$ cat src/rtl/fpu_pkg.sv
// Shared definitions for the fixed-point unit and its issue stage:
// opcode constants, issue FSM state encoding, default timeout and a
// saturating counter helper.
package fpu_pkg;

    typedef logic [1:0] fpu_op_t;

    localparam fpu_op_t OP_ADD  = 2'b00;
    localparam fpu_op_t OP_SUB  = 2'b01;
    localparam fpu_op_t OP_MUL  = 2'b10;
    localparam fpu_op_t OP_SQRT = 2'b11;

    localparam logic [1:0] ST_IDLE  = 2'b00;
    localparam logic [1:0] ST_ISSUE = 2'b01;
    localparam logic [1:0] ST_WAIT  = 2'b10;
    localparam logic [1:0] ST_RESP  = 2'b11;

    localparam int DEFAULT_TIMEOUT = 64;

    // Increment a 16-bit count, sticking at all-ones instead of wrapping.
    function automatic logic [15:0] sat_inc16(input logic [15:0] value);
        logic [15:0] next;
        if (value == 16'hFFFF) begin
            next = value;
        end else begin
            next = value + 16'd1;
        end
        return next;
    endfunction

endpackage

$ cat src/rtl/fixed_point_issue_if.sv
// Request / fixed-point-unit / response signal bundle of the issue stage.
// The issue block uses the slave modport; its environment uses master.
interface fixed_point_issue_if #(
    parameter int WIDTH = 32,
    parameter int TAG_W = 5
);
    logic             req_valid;
    logic             req_ready;
    logic [1:0]       req_op;
    logic [WIDTH-1:0] req_a;
    logic [WIDTH-1:0] req_b;
    logic [TAG_W-1:0] req_tag;

    logic [WIDTH-1:0] fpu_operand_1;
    logic [WIDTH-1:0] fpu_operand_2;
    logic [1:0]       fpu_operation;
    logic [WIDTH-1:0] fpu_result;
    logic             fpu_ready;

    logic             rsp_valid;
    logic             rsp_ready;
    logic [WIDTH-1:0] rsp_result;
    logic [TAG_W-1:0] rsp_tag;
    logic             rsp_error;
    logic [15:0]      ops_done;

    modport slave (
        input  req_valid, req_op, req_a, req_b, req_tag,
        input  fpu_result, fpu_ready, rsp_ready,
        output req_ready, fpu_operand_1, fpu_operand_2, fpu_operation,
        output rsp_valid, rsp_result, rsp_tag, rsp_error, ops_done
    );

    modport master (
        output req_valid, req_op, req_a, req_b, req_tag,
        output fpu_result, fpu_ready, rsp_ready,
        input  req_ready, fpu_operand_1, fpu_operand_2, fpu_operation,
        input  rsp_valid, rsp_result, rsp_tag, rsp_error, ops_done
    );
endinterface

$ cat src/rtl/fixed_point_issue_timer.sv
// WAIT-state watchdog for the issue stage. Cleared while the FSM is in
// ISSUE (i.e. on entry to WAIT), counts each WAIT cycle, and flags
// expiry during the TIMEOUT-th WAIT cycle so the FSM leaves on that edge.
module fixed_point_issue_timer
    import fpu_pkg::*;
#(
    parameter int TIMEOUT = DEFAULT_TIMEOUT
) (
    input  logic clk,
    input  logic reset,
    input  logic clear,
    input  logic enable,
    output logic expired
);
    localparam int CW = $clog2(TIMEOUT + 1);

    logic [CW-1:0] count_q;
    logic [CW-1:0] count_d;

    // Next count: clear wins, otherwise count up while enabled and stick at the limit.
    always_comb begin
        count_d = count_q;
        if (clear) begin
            count_d = {CW{1'b0}};
        end else if (enable && (count_q != CW'(TIMEOUT))) begin
            count_d = count_q + CW'(1);
        end else begin
            count_d = count_q;
        end
    end

    // Count register, zeroed asynchronously by the active-low reset.
    always_ff @(posedge clk or negedge reset) begin
        if (!reset) begin
            count_q <= {CW{1'b0}};
        end else begin
            count_q <= count_d;
        end
    end

    assign expired = enable && (count_q == CW'(TIMEOUT - 1));

endmodule

$ cat src/rtl/fixed_point_issue.sv
// Issue stage in front of a fixed-point unit: accepts one tagged request,
// drives it to the unit for a settle cycle, waits for fpu_ready, and
// returns the captured result with the original tag.
// Optional feature macro: FPU_TIMEOUT_EN -- when defined, a WAIT-cycle
// watchdog ends a stalled operation after TIMEOUT cycles with
// rsp_error=1 and rsp_result=0; otherwise WAIT lasts until fpu_ready.
module fixed_point_issue
    import fpu_pkg::*;
#(
    parameter int WIDTH   = 32,
    parameter int TAG_W   = 5,
    parameter int TIMEOUT = DEFAULT_TIMEOUT
) (
    input  logic              clk,
    input  logic              reset,
    fixed_point_issue_if.slave bus
);
    logic [1:0]       state_q, state_d;
    logic [WIDTH-1:0] op1_q, op1_d;
    logic [WIDTH-1:0] op2_q, op2_d;
    logic [1:0]       opn_q, opn_d;
    logic [TAG_W-1:0] tag_q, tag_d;
    logic [WIDTH-1:0] result_q, result_d;
    logic             valid_q, valid_d;
    logic             ready_q, ready_d;
    logic [15:0]      ops_q, ops_d;

`ifdef FPU_TIMEOUT_EN
    logic error_q, error_d;
    logic timer_clear_s;
    logic timer_en_s;
    logic timer_expired_s;

    fixed_point_issue_timer #(
        .TIMEOUT (TIMEOUT)
    ) u_timer (
        .clk     (clk),
        .reset   (reset),
        .clear   (timer_clear_s),
        .enable  (timer_en_s),
        .expired (timer_expired_s)
    );
`endif

    // FSM next state plus capture of request, result and completion count.
    always_comb begin
        state_d  = state_q;
        op1_d    = op1_q;
        op2_d    = op2_q;
        opn_d    = opn_q;
        tag_d    = tag_q;
        result_d = result_q;
        ops_d    = ops_q;
`ifdef FPU_TIMEOUT_EN
        error_d       = error_q;
        timer_clear_s = 1'b0;
        timer_en_s    = 1'b0;
`endif
        case (state_q)
            ST_IDLE: begin
                if (bus.req_valid && ready_q) begin
                    op1_d   = bus.req_a;
                    op2_d   = bus.req_b;
                    opn_d   = bus.req_op;
                    tag_d   = bus.req_tag;
                    state_d = ST_ISSUE;
                end else begin
                    state_d = ST_IDLE;
                end
            end
            ST_ISSUE: begin
                // Settle cycle: fpu_ready is deliberately not looked at here.
                state_d = ST_WAIT;
`ifdef FPU_TIMEOUT_EN
                timer_clear_s = 1'b1;
`endif
            end
            ST_WAIT: begin
`ifdef FPU_TIMEOUT_EN
                timer_en_s = 1'b1;
`endif
                if (bus.fpu_ready) begin
                    result_d = bus.fpu_result;
`ifdef FPU_TIMEOUT_EN
                    error_d  = 1'b0;
`endif
                    state_d  = ST_RESP;
`ifdef FPU_TIMEOUT_EN
                end else if (timer_expired_s) begin
                    result_d = {WIDTH{1'b0}};
                    error_d  = 1'b1;
                    state_d  = ST_RESP;
`endif
                end else begin
                    state_d = ST_WAIT;
                end
            end
            ST_RESP: begin
                if (bus.rsp_ready) begin
                    ops_d   = sat_inc16(ops_q);
                    state_d = ST_IDLE;
                end else begin
                    state_d = ST_RESP;
                end
            end
            default: begin
                state_d = ST_IDLE;
            end
        endcase
        valid_d = (state_d == ST_RESP);
        ready_d = (state_d == ST_IDLE);
    end

    // State and output registers, forced to their idle values by reset.
    always_ff @(posedge clk or negedge reset) begin
        if (!reset) begin
            state_q  <= ST_IDLE;
            op1_q    <= {WIDTH{1'b0}};
            op2_q    <= {WIDTH{1'b0}};
            opn_q    <= OP_ADD;
            tag_q    <= {TAG_W{1'b0}};
            result_q <= {WIDTH{1'b0}};
            valid_q  <= 1'b0;
            ready_q  <= 1'b1;
            ops_q    <= 16'd0;
        end else begin
            state_q  <= state_d;
            op1_q    <= op1_d;
            op2_q    <= op2_d;
            opn_q    <= opn_d;
            tag_q    <= tag_d;
            result_q <= result_d;
            valid_q  <= valid_d;
            ready_q  <= ready_d;
            ops_q    <= ops_d;
        end
    end

`ifdef FPU_TIMEOUT_EN
    // Timeout flag register, cleared by reset.
    always_ff @(posedge clk or negedge reset) begin
        if (!reset) begin
            error_q <= 1'b0;
        end else begin
            error_q <= error_d;
        end
    end

    assign bus.rsp_error = error_q;
`else
    assign bus.rsp_error = 1'b0;
`endif

    assign bus.req_ready     = ready_q;
    assign bus.fpu_operand_1 = op1_q;
    assign bus.fpu_operand_2 = op2_q;
    assign bus.fpu_operation = opn_q;
    assign bus.rsp_valid     = valid_q;
    assign bus.rsp_result    = result_q;
    assign bus.rsp_tag       = tag_q;
    assign bus.ops_done      = ops_q;

endmodule

$ cat src/flat_wrapper.sv
// flat-port wrapper written by rule: the top's interface ports become plain ports
module fixed_point_issue_flat import fpu_pkg::*;
#(
    parameter int WIDTH   = 32,
    parameter int TAG_W   = 5,
    parameter int TIMEOUT = DEFAULT_TIMEOUT
)
  (clk, reset, bus_req_valid, bus_req_op, bus_req_a, bus_req_b, bus_req_tag, bus_fpu_result, bus_fpu_ready, bus_rsp_ready, bus_req_ready, bus_fpu_operand_1, bus_fpu_operand_2, bus_fpu_operation, bus_rsp_valid, bus_rsp_result, bus_rsp_tag, bus_rsp_error, bus_ops_done);
  fixed_point_issue_if #(.WIDTH(WIDTH), .TAG_W(TAG_W)) bus_i ();
  input  logic clk;
  input  logic reset;
  input wire logic [$bits(bus_i.req_valid)-1:0] bus_req_valid;
  input wire logic [$bits(bus_i.req_op)-1:0] bus_req_op;
  input wire logic [$bits(bus_i.req_a)-1:0] bus_req_a;
  input wire logic [$bits(bus_i.req_b)-1:0] bus_req_b;
  input wire logic [$bits(bus_i.req_tag)-1:0] bus_req_tag;
  input wire logic [$bits(bus_i.fpu_result)-1:0] bus_fpu_result;
  input wire logic [$bits(bus_i.fpu_ready)-1:0] bus_fpu_ready;
  input wire logic [$bits(bus_i.rsp_ready)-1:0] bus_rsp_ready;
  output wire logic [$bits(bus_i.req_ready)-1:0] bus_req_ready;
  output wire logic [$bits(bus_i.fpu_operand_1)-1:0] bus_fpu_operand_1;
  output wire logic [$bits(bus_i.fpu_operand_2)-1:0] bus_fpu_operand_2;
  output wire logic [$bits(bus_i.fpu_operation)-1:0] bus_fpu_operation;
  output wire logic [$bits(bus_i.rsp_valid)-1:0] bus_rsp_valid;
  output wire logic [$bits(bus_i.rsp_result)-1:0] bus_rsp_result;
  output wire logic [$bits(bus_i.rsp_tag)-1:0] bus_rsp_tag;
  output wire logic [$bits(bus_i.rsp_error)-1:0] bus_rsp_error;
  output wire logic [$bits(bus_i.ops_done)-1:0] bus_ops_done;
  assign bus_i.req_valid = bus_req_valid;
  assign bus_i.req_op = bus_req_op;
  assign bus_i.req_a = bus_req_a;
  assign bus_i.req_b = bus_req_b;
  assign bus_i.req_tag = bus_req_tag;
  assign bus_i.fpu_result = bus_fpu_result;
  assign bus_i.fpu_ready = bus_fpu_ready;
  assign bus_i.rsp_ready = bus_rsp_ready;
  assign bus_req_ready = bus_i.req_ready;
  assign bus_fpu_operand_1 = bus_i.fpu_operand_1;
  assign bus_fpu_operand_2 = bus_i.fpu_operand_2;
  assign bus_fpu_operation = bus_i.fpu_operation;
  assign bus_rsp_valid = bus_i.rsp_valid;
  assign bus_rsp_result = bus_i.rsp_result;
  assign bus_rsp_tag = bus_i.rsp_tag;
  assign bus_rsp_error = bus_i.rsp_error;
  assign bus_ops_done = bus_i.ops_done;
  fixed_point_issue #(.WIDTH(WIDTH), .TAG_W(TAG_W), .TIMEOUT(TIMEOUT)) u_core (.clk(clk), .reset(reset), .bus(bus_i));
endmodule
$ cat config.mk
export PLATFORM = sky130hd
export DESIGN_NAME = fixed_point_issue_flat
export DESIGN_NICKNAME = d
export VERILOG_FILES = /design/src/rtl/fpu_pkg.sv /design/src/rtl/fixed_point_issue_if.sv /design/src/rtl/fixed_point_issue_timer.sv /design/src/rtl/fixed_point_issue.sv /design/src/flat_wrapper.sv
export SDC_FILE = /design/constraint.sdc
export NUM_CORES = 1
export LEC_CHECK = 0
export CAP_MARGIN = 20
export CORE_MARGIN = 4
export CORE_UTILIZATION = 40
export CTS_BUF_LIST = sky130_fd_sc_hd__clkbuf_8 sky130_fd_sc_hd__clkbuf_16
export DETAILED_ROUTE_END_ITERATION = 10
export PLACE_DENSITY_LB_ADDON = 0.25
export SLEW_MARGIN = 20
export SYNTH_ARGS = -nofsm -noshare
export SYNTH_HDL_FRONTEND = slang
export SYNTH_SLANG_ARGS = --single-unit
$ cat constraint.sdc
create_clock -name clk -period 3.68 [get_ports clk]
set_input_delay 0.368 -clock clk [delete_from_list [all_inputs] [get_ports clk]]
set_output_delay 0.368 -clock clk [all_outputs]
set_load 0.05 [all_outputs]
==> reports/results.ini, run 1 <==
[synth]
yosysTopAreaCell=dfrtp_1
synth_area_leaders=dfrtp_1 (64%), mux2_2 (23%), mux2_1 (1.6%)
synth_seq_cells=123
synth_edf_count=0
yosysWarnings=0
ys.flop_type=dfrtp_1
synth.most_common_cell=dfrtp_1
synth_common_cells=dfrtp_1 (122), mux2_2 (98), nand2_1 (12)
synthDistinctLibCells=36
syn_nets=421
avgSynthCellArea_um2=15.4
synthArstFlopShare=1.00
synth_area_um2=4790
syn_inst=312
ys_seq_area_frac=0.642
synth_top_cell_area_share=0.637

[pwr]
p_per_area_nw_per_um2=1060
internal-power_w=0.00457
power_frac_comb=0.528
ir_worst_vdd_mv=0.698
pwr-share-clk=0.189
p_leak_nw=3.31
seqPwrFrac=0.282
switching_share=0.446
power_switching_w=0.00368
power.total_w=0.00825

[die]
die_h_um=117
rows=39
dieArea_um2=13800
fp.dieW_um=117
pin_count=230
start_util=0.415
fp.coreArea_um2=11600

[sta]
setup_viol=0
grt_setup_unrepaired=false
tightest_slew_ps=930
fin_tns_setup_ps=0
hold_slack_ps=87.2
slew_headroom=0.380
max_freq_mhz=474
finalMaxSlewViolations=0
post-route-period-util=0.573
min_period_ps=2110
fin_worst_skew_ps=4.70
hold_viol_final=0

[detailed_routing]
route.detailed.drc=0
vias_per_cell=4.84
dr.pass1.iters=4
vias=3428
post_drt_wl_per_cell_um=17.3
drt_iter0_markers=183
wl_mm=12.2
ant_nets=0

[min_path]
min_path_type=input pin to async pin

[clock_tree]
postCtsHoldBufs=0
root_buffer=clkbuf_16
cts_setup_buffers=0
clock_path_buffers=2
postCtsResizedCells=0
worst_skew_pair.late_latency_ps=410
clk_pin_slew_ps=50
cts_sinks=123
numCtsBuffers=17
htreeDepth=4
cts_tree=yes

[place]
hpwl_mm=8.90
portBuffers=228
place_congestion=0.812

[cells_and_area]
seq_area_um2=3080
nNetsFinal=661
antenna_cells=0
fillers=857
area_delta_synth_final_pct=62.7
drive_gt1_frac=0.250
multi_input_area_um2=1660
finish.utilization=0.674

[worst_setup_path]
required_ps=3310
cp_data_arrival_time_ps=1740
cp_max_fo=6
cp_num_buf_inv=1
endpoint_kind=primary output
slowest_stage=clkdlybuf4s50_1
max_stage_delay_ps=850
cp-start-kind=flip-flop
critPathTopFamily=buffers and inverters
worstSetupPathType=flip-flop to primary output
path_cells=clkdlybuf4s50_1

[global_route]
antenna_found_initial=0
grt_remaining_overflow=0
grt_max_degree=74
grt_use_total=0.183
grt_pass1_wl_mm=20.0
grt_pass1_vias=3714

[run]
maxCapViolations=0

[run_status]
outcome=finished, final reports clean

[stage by stage]
stage                     worst slack, ps  std cells  area (um^2)
after CTS                            1540        708         7800
after global routing                 1500        708         7800
final                                1570        708         7800
after floorplan                      1730        312         4790
after global placement               1360        676         7230
after detailed placement             1320        676         7230
[power groups by stage]
stage	clock, W	sequential [W]	combinational (W)
2_1_floorplan	0	0.00443	0.000724
5_1_grt	0.00167	0.00242	0.00453
6_report	0.00156	0.00233	0.00436
3_5_place_dp	0	0.00235	0.00440
3_3_place_gp	0	0.00231	0.00436
4_1_cts	0.00160	0.00234	0.00441
[cells by family (layout without fill, tap and decap cells)]
logic type	after synthesis	count (layout)	share of synthesized area
mux	106	106	0.250
fa+ha+maj	1	1	0.00261
simple gates	45	45	0.0548
xor+xnor	6	6	0.0110
other cells	1	1	0.000782
buf+inv	13	266	0.0136
compound gates	17	17	0.0253
flops	123	123	0.642
[state kept, by name, indices dropped and copies added, names as in the netlist]
register and flops:
u_core.state_q 2, u_core.bus.fpu_operand_1 32, u_core.bus.rsp_result 32, u_core.bus.rsp_valid 1, u_core.bus.fpu_operand_2 32, u_core.bus.fpu_operation 2, u_core.bus.req_ready 1, u_core.bus.ops_done 16
u_core.bus.rsp_tag 5
[path summary, 6_finish.rpt]
kind	start	depth (start not counted)	slack, ps	endpoint
worst min-delay path	reset	1	90	u_core.bus.fpu_operand_1[30]
max in group asynchronous	reset	2	2630	u_core.bus.req_ready
min in group clk	u_core.bus.rsp_tag[2]	1	490	u_core.bus.rsp_tag[2]
worst max register to register	u_core.bus.req_ready	4	1660	u_core.bus.fpu_operand_2[19]
worst max-delay path	u_core.bus.ops_done[5]	1	1570	bus_ops_done[5]
worst min register to register	u_core.bus.rsp_tag[2]	1	490	u_core.bus.rsp_tag[2]
[placed cells by master (no fill, tap or decap), drive strengths merged, types with 3 or more instances in the layout]
| master | netlist | routed |
|---|---|---|
| inv | 2 | 5 |
| buf | 11 | 5 |
| xor2 | 4 | 4 |
| nand4 | 3 | 3 |
| mux2 | 106 | 106 |
| a31oi | 4 | 4 |
| clkinv | 0 | 5 |
| a41oi | 4 | 4 |
| a21oi | 5 | 5 |
| nand2 | 12 | 12 |
| clkbuf | 0 | 22 |
| dfrtp | 122 | 122 |
| nor2 | 9 | 9 |
| clkdlybuf4s50 | 0 | 227 |
| nor3 | 5 | 5 |
| nand3 | 5 | 5 |
[per-layer routing]
metal | part of all wire | global-route usage | wire length (um)
met4 | 0.027 | 0.0872 | 330
met1 | 0.39 | 0.206 | 4730
met3 | 0.071 | 0.0687 | 866
met2 | 0.52 | 0.306 | 6310
met5 | 0 | 0 | 0
[cell type report]
class / count / area share
clock inverter: 10 / 0.00946
timing repair buffer: 232 / 0.296
tap: 143 / 0.0229
inverter: 2 / 0.000962
multi-input combinational: 176 / 0.212
clock buffer: 22 / 0.0634
sequential: 123 / 0.395
No activity file was read; power rests on OpenSTA's default activity.
==> inputs of run 2 (changes only) <==
Settings changed: CORE_UTILIZATION 40 to 37.
Clock period 3.68 ns to 1.7 ns, I/O delays scaled along.
==> reports/results.ini, run 2 (same netlist as run 1, synthesis figures left out) <==
[die]
fp.coreArea_um2=12700  ; was 11,600 um^2
die_h_um=122  ; was 117 um
fp.dieW_um=122  ; was 117 um
start_util=0.378  ; was 0.415
rows=41  ; was 39
dieArea_um2=14800  ; was 13,800 um^2
pin_count=230  ; unchanged

[cells_and_area]
nNetsFinal=675  ; was 661
final_common_cell=dfrtp_1  ; was clkdlybuf4s50_1
finish.utilization=0.619  ; was 0.674
drive_gt1_frac=0.368  ; was 0.250
postLayoutCellArea_um2=7850  ; was 7800 um^2
final_cells=752  ; was 708
final_cell_mix=dfrtp_1 (107), clkdlybuf4s50_1 (106), mux2_2 (98)  ; was clkdlybuf4s50_1 (227), dfrtp_1 (122), mux2_2 (98)
area_delta_synth_final_pct=63.7  ; was 62.7%

[sta]
tightest_slew_ps=545  ; was 930 ps
hold_viol_final=0  ; unchanged
fin_tns_setup_ps=0  ; unchanged
slew_headroom=0.638  ; was 0.380
fin_worst_skew_ps=5.61  ; was 4.70 ps
grt_setup_unrepaired=false  ; unchanged
finalMaxSlewViolations=0  ; unchanged
setup_viol=0  ; unchanged
hold_slack_ps=316  ; was 87.2 ps
min_period_ps=1610
post-route-period-util=0.948
max_freq_mhz=620

[run_status]
outcome=finished, final reports clean  ; unchanged

[global_route]
grt_remaining_overflow=0  ; unchanged
grt_use_total=0.176  ; was 0.183
grt_pass1_wl_mm=19.9  ; was 20.0 mm
antenna_found_initial=1  ; was 0
grt_pass1_vias=3835  ; was 3,714
grt_max_degree=76  ; was 74

[clock_tree]
numCtsBuffers=17  ; unchanged
clk_pin_slew_ps=50  ; about the same
worst_skew_pair.late_latency_ps=410  ; about the same
cts_tree=yes  ; unchanged
clock_path_buffers=2  ; unchanged
root_buffer=clkbuf_16  ; unchanged
cts_setup_buffers=0  ; unchanged
htreeDepth=4  ; unchanged
cts_sinks=123  ; unchanged

[worst_setup_path]
endpoint_kind=flip-flop  ; was primary output
required_ps=1980  ; was 3310 ps
worstSetupPathType=flip-flop to flip-flop  ; was flip-flop to primary output
cp-start-kind=flip-flop  ; unchanged
cp_max_fo=4  ; was 6
cp_data_arrival_time_ps=1900  ; was 1740 ps

[detailed_routing]
ant_nets=0  ; unchanged
post_drt_wl_per_cell_um=16.6  ; was 17.3 um
wl_mm=12.5  ; was 12.2 mm
route.detailed.drc=0  ; unchanged
dr.pass1.iters=4  ; unchanged
vias=3536  ; was 3,428
vias_per_cell=4.70  ; was 4.84
drt_iter0_markers=162  ; was 183

[place]
hpwl_mm=9.33  ; was 8.90 mm
place_congestion=0.817  ; was 0.812
dpl_cell_area_um2=7330  ; was 7230 um^2
portBuffers=228  ; unchanged
dp.cells=718  ; was 676

[pwr]
p_per_area_nw_per_um2=2210  ; was 1060 nW/um^2
p_leak_nw=3.59  ; was 3.31 nW
ir_worst_vdd_mv=1.53  ; was 0.698 mV

[run]
maxCapViolations=0  ; unchanged

[min_path]
min_path_type=input pin to async pin  ; unchanged

[run 2: cell types whose count changed in the layout (fill, tap and decap cells not counted), sizes merged]
cell and delta:
clkdlybuf4s50 -121, bufinv +1, dlygate4sd3 +1, inv -2, clkinvlp +2, diode +1
clkbuf -1, dlygate4sd2 +80, buf +54
[run 2: metal layers]
layer	up-vias	GRT usage	wire, um
met5	-	0	0
li1	1631	-	-
met1	1739	0.191	4440
met3	22	0.0710	1060
met4	0	0.0896	313
met2	144	0.299	6670
[run 2: timing repair]
action | 4_1_cts | 5_1_grt
endpoints found under the hold margin | 122 | 0
resized for setup | 80 | 2
hold buffers | 1 | 0
endpoints found under the setup margin | 80 | 29
[run 2: path summary, 6_finish.rpt]
check | cells past startpoint | start | slack [ps] | end
setup / recovery | 5 | u_core.bus.ops_done[0] | 90 | u_core.bus.ops_done[1]
hold / removal | 3 | reset | 320 | u_core.bus.fpu_operand_1[2]
setup reg to reg | 5 | u_core.bus.ops_done[0] | 90 | u_core.bus.ops_done[1]
hold reg to reg | 1 | u_core.bus.fpu_operand_2[30] | 490 | u_core.bus.fpu_operand_2[30]
max in group asynchronous | 3 | reset | 990 | u_core.bus.req_ready
min in group clk | 2 | bus_req_b[3] | 370 | u_core.bus.fpu_operand_2[3]
[run 2: worst max-delay path, stage by stage (launching register included)]
cell	delay, ps
dfrtp_2	430
ha_1	250
nand2_1	150
nor4_4	60
a41oi_2	280
mux2_4	320
[run 2: metrics by stage]
step | setup slack (ps) | total power (W)
5_1_grt | 0.297 | 0.0182
3_3_place_gp | -110 | 0.0144
4_1_cts | 28.2 | 0.0176
2_1_floorplan | -80.3 | 0.0112
6_report | 88.0 | 0.0174
3_5_place_dp | -148 | 0.0146
[run 2: layout make-up]
| type | count | area, um^2 |
|---|---|---|
| Antenna cell | 1 | 2.50 |
| Clock buffer | 21 | 480 |
| Clock inverter | 11 | 116 |
| Fill cell | 1020 | 4820 |
| Inverter | 2 | 7.51 |
| Multi-Input combinational cell | 176 | 1660 |
| Sequential cell | 123 | 3100 |
| Tap cell | 172 | 215 |
| Timing Repair Buffer | 246 | 2270 |
[run 2: report_power, final]
group / leakage, nW / internal, W / switching (W)
Clock: 0.291 / 0.00230 / 0.00126
Combinational: 1.81 / 0.00278 / 0.00603
Sequential: 1.48 / 0.00428 / 0.000721
Total: 3.59 / 0.00935 / 0.00801
==> inputs of run 3 (changes only) <==
Settings changed: CORE_UTILIZATION 37 to 40, SLEW_MARGIN 20 to unset.
Clock period 1.7 ns to 1.5 ns, I/O delays scaled along.
==> reports/results.ini, run 3 (same netlist as run 1, synthesis figures left out) <==
[clock_tree]
htreeDepth=4  ; unchanged
cts_sinks=123  ; unchanged
clk_pin_slew_ps=50  ; about the same
root_buffer=clkbuf_16  ; unchanged
numCtsBuffers=17  ; unchanged
cts_tree=yes  ; unchanged
worst_skew_pair.late_latency_ps=410  ; about the same
clock_path_buffers=2  ; unchanged

[cells_and_area]
final_cell_mix=buf_4 (151), clkdlybuf4s50_1 (106), dfrtp_1 (105)  ; was dfrtp_1 (107), clkdlybuf4s50_1 (106), mux2_2 (98)
drive_gt1_frac=0.543  ; was 0.368
finish.utilization=0.710  ; was 0.619
antenna_cells=0  ; was 1
nNetsFinal=703  ; was 675
area_delta_synth_final_pct=71.2  ; was 63.7%
final_common_cell=buf_4  ; was dfrtp_1

[run_status]
violations=setup timing
outcome=complete, but fails checks  ; was finished, final reports clean

[pwr]
pwr-share-clk=0.182  ; was 0.205
p_leak_nw=3.80  ; was 3.59 nW
switching_share=0.449  ; was 0.461
seqPwrFrac=0.278  ; was 0.288
p_per_area_nw_per_um2=2520  ; was 2210 nW/um^2
power_switching_w=0.00930  ; was 0.00801 W
power.total_w=0.0207  ; was 0.0174 W
ir_worst_vdd_mv=1.54  ; was 1.53 mV
internal-power_w=0.0114  ; was 0.00935 W
power_frac_comb=0.540  ; was 0.507

[die]
fp.dieW_um=117  ; was 122 um
dieArea_um2=13800  ; was 14,800 um^2
fp.coreArea_um2=11600  ; was 12,700 um^2
rows=39  ; was 41
pin_count=230  ; unchanged
start_util=0.415  ; was 0.378
die_h_um=117  ; was 122 um

[detailed_routing]
vias_per_cell=4.92  ; was 4.70
vias=3687  ; was 3,536
wl_mm=13.8  ; was 12.5 mm
post_drt_wl_per_cell_um=18.4  ; was 16.6 um
drt_iter0_markers=172  ; was 162
dr.pass1.iters=4  ; unchanged
ant_nets=0  ; unchanged
route.detailed.drc=0  ; unchanged

[place]
portBuffers=228  ; unchanged
hpwl_mm=9.74  ; was 9.33 mm
place_congestion=0.813  ; was 0.817

[sta]
fin_worst_skew_ps=4.98  ; was 5.61 ps
min_period_ps=1570  ; was 1610 ps
max_freq_mhz=636  ; was 620 MHz
post-route-period-util=1.05  ; was 0.948
hold_viol_final=0  ; unchanged
finalMaxSlewViolations=0  ; unchanged
setup_viol=72  ; was 0
fin_ws_ps=-71.9  ; was 88.0 ps
hold_slack_ps=223  ; was 316 ps
grt_setup_unrepaired=true  ; was false

[global_route]
grt_max_degree=63  ; was 76
antenna_found_initial=0  ; was 1
grt_pass1_vias=4004  ; was 3,835
grt_use_total=0.198  ; was 0.176
grt_remaining_overflow=0  ; unchanged
grt_pass1_wl_mm=21.3  ; was 19.9 mm

[worst_setup_path]
cp_max_fo=14  ; was 4
endpoint_kind=flip-flop  ; unchanged
cp-start-kind=flip-flop  ; unchanged
cp_data_arrival_time_ps=1860  ; was 1900 ps
worstSetupPathType=flip-flop to flip-flop  ; unchanged
required_ps=1790  ; was 1980 ps

[run]
maxCapViolations=0  ; unchanged

[min_path]
min_path_type=input pin to async pin  ; unchanged

-- run 3: cell count changes in the layout (fill, tap and decap cells not counted), sizes merged, moves of 2 or more --
cell / previous run / this run
buf: 59 / 165
clkinvlp: 3 / 1
dlygate4sd2: 80 / 0
inv: 3 / 6
-- run 3: worst max-delay path: stages (launching register included) --
cell and delay [ps]:
dfstp_2 540, nand2_2 60, nor3_4 170, buf_6 180, buf_16 170, mux2_2 340
-- run 3: path summary, 6_finish.rpt --
| path | start | to | slack, ps | cells after the start |
|---|---|---|---|---|
| worst max-delay path | u_core.bus.req_ready | u_core.bus.fpu_operand_2[2] | -70 | 5 |
| worst min-delay path | reset | u_core.bus.fpu_operand_2[20] | 220 | 2 |
| worst max register to register | u_core.bus.req_ready | u_core.bus.fpu_operand_2[2] | -70 | 5 |
| worst min register to register | u_core.bus.rsp_tag[1] | u_core.bus.rsp_tag[1] | 490 | 1 |
| max in group asynchronous | reset | u_core.bus.rsp_result[6] | 610 | 3 |
| min in group clk | bus_req_b[30] | u_core.bus.fpu_operand_2[30] | 340 | 2 |
-- run 3: metal layers --
| metal | global-route usage | vias to the layer above | share of wire |
|---|---|---|---|
| met5 | 0 | - | 0 |
| met4 | 0.0945 | 0 | 0.029 |
| met3 | 0.0663 | 28 | 0.066 |
| met2 | 0.357 | 143 | 0.54 |
| met1 | 0.207 | 1830 | 0.37 |
| li1 | - | 1686 | - |
-- run 3: final cells by class --
| class | instances | area, um^2 |
|---|---|---|
| inverter | 2 | 7.51 |
| sequential | 123 | 3100 |
| tap | 143 | 179 |
| multi-input combinational | 176 | 1860 |
| fill | 806 | 3360 |
| clock buffer | 18 | 439 |
| clock inverter | 13 | 113 |
| timing repair buffer | 274 | 2510 |
-- run 3: power by group through the flow --
stage / registers, W / logic (W) / clock network, W
2_1_floorplan: 0.0109 / 0.00190 / 0
3_5_place_dp: 0.00577 / 0.0109 / 0
5_1_grt: 0.00597 / 0.0116 / 0.00405
3_3_place_gp: 0.00570 / 0.0108 / 0
4_1_cts: 0.00574 / 0.0110 / 0.00387
6_report: 0.00575 / 0.0112 / 0.00378
-- run 3: per-stage QoR --
stage,setup TNS (ps),worst slack (ps),std cells,area (um^2)
detailed placement,-16430,-227,706,7380
floorplan,-18010,-278,312,4930
CTS,-4220,-95.8,743,8020
global placement,-13350,-190,706,7380
finish,-3210,-71.9,749,8210
global route,-7930,-136,749,8210
-- run 3: timing repair --
item                                   CTS  global route
setup endpoints to repair               74            81
endpoints found under the hold margin   26             0
setup buffers                            4             2
gates resized for setup                  5            27
hold buffers                             1             0
pin swaps                                5             4
gates cloned                             1             4
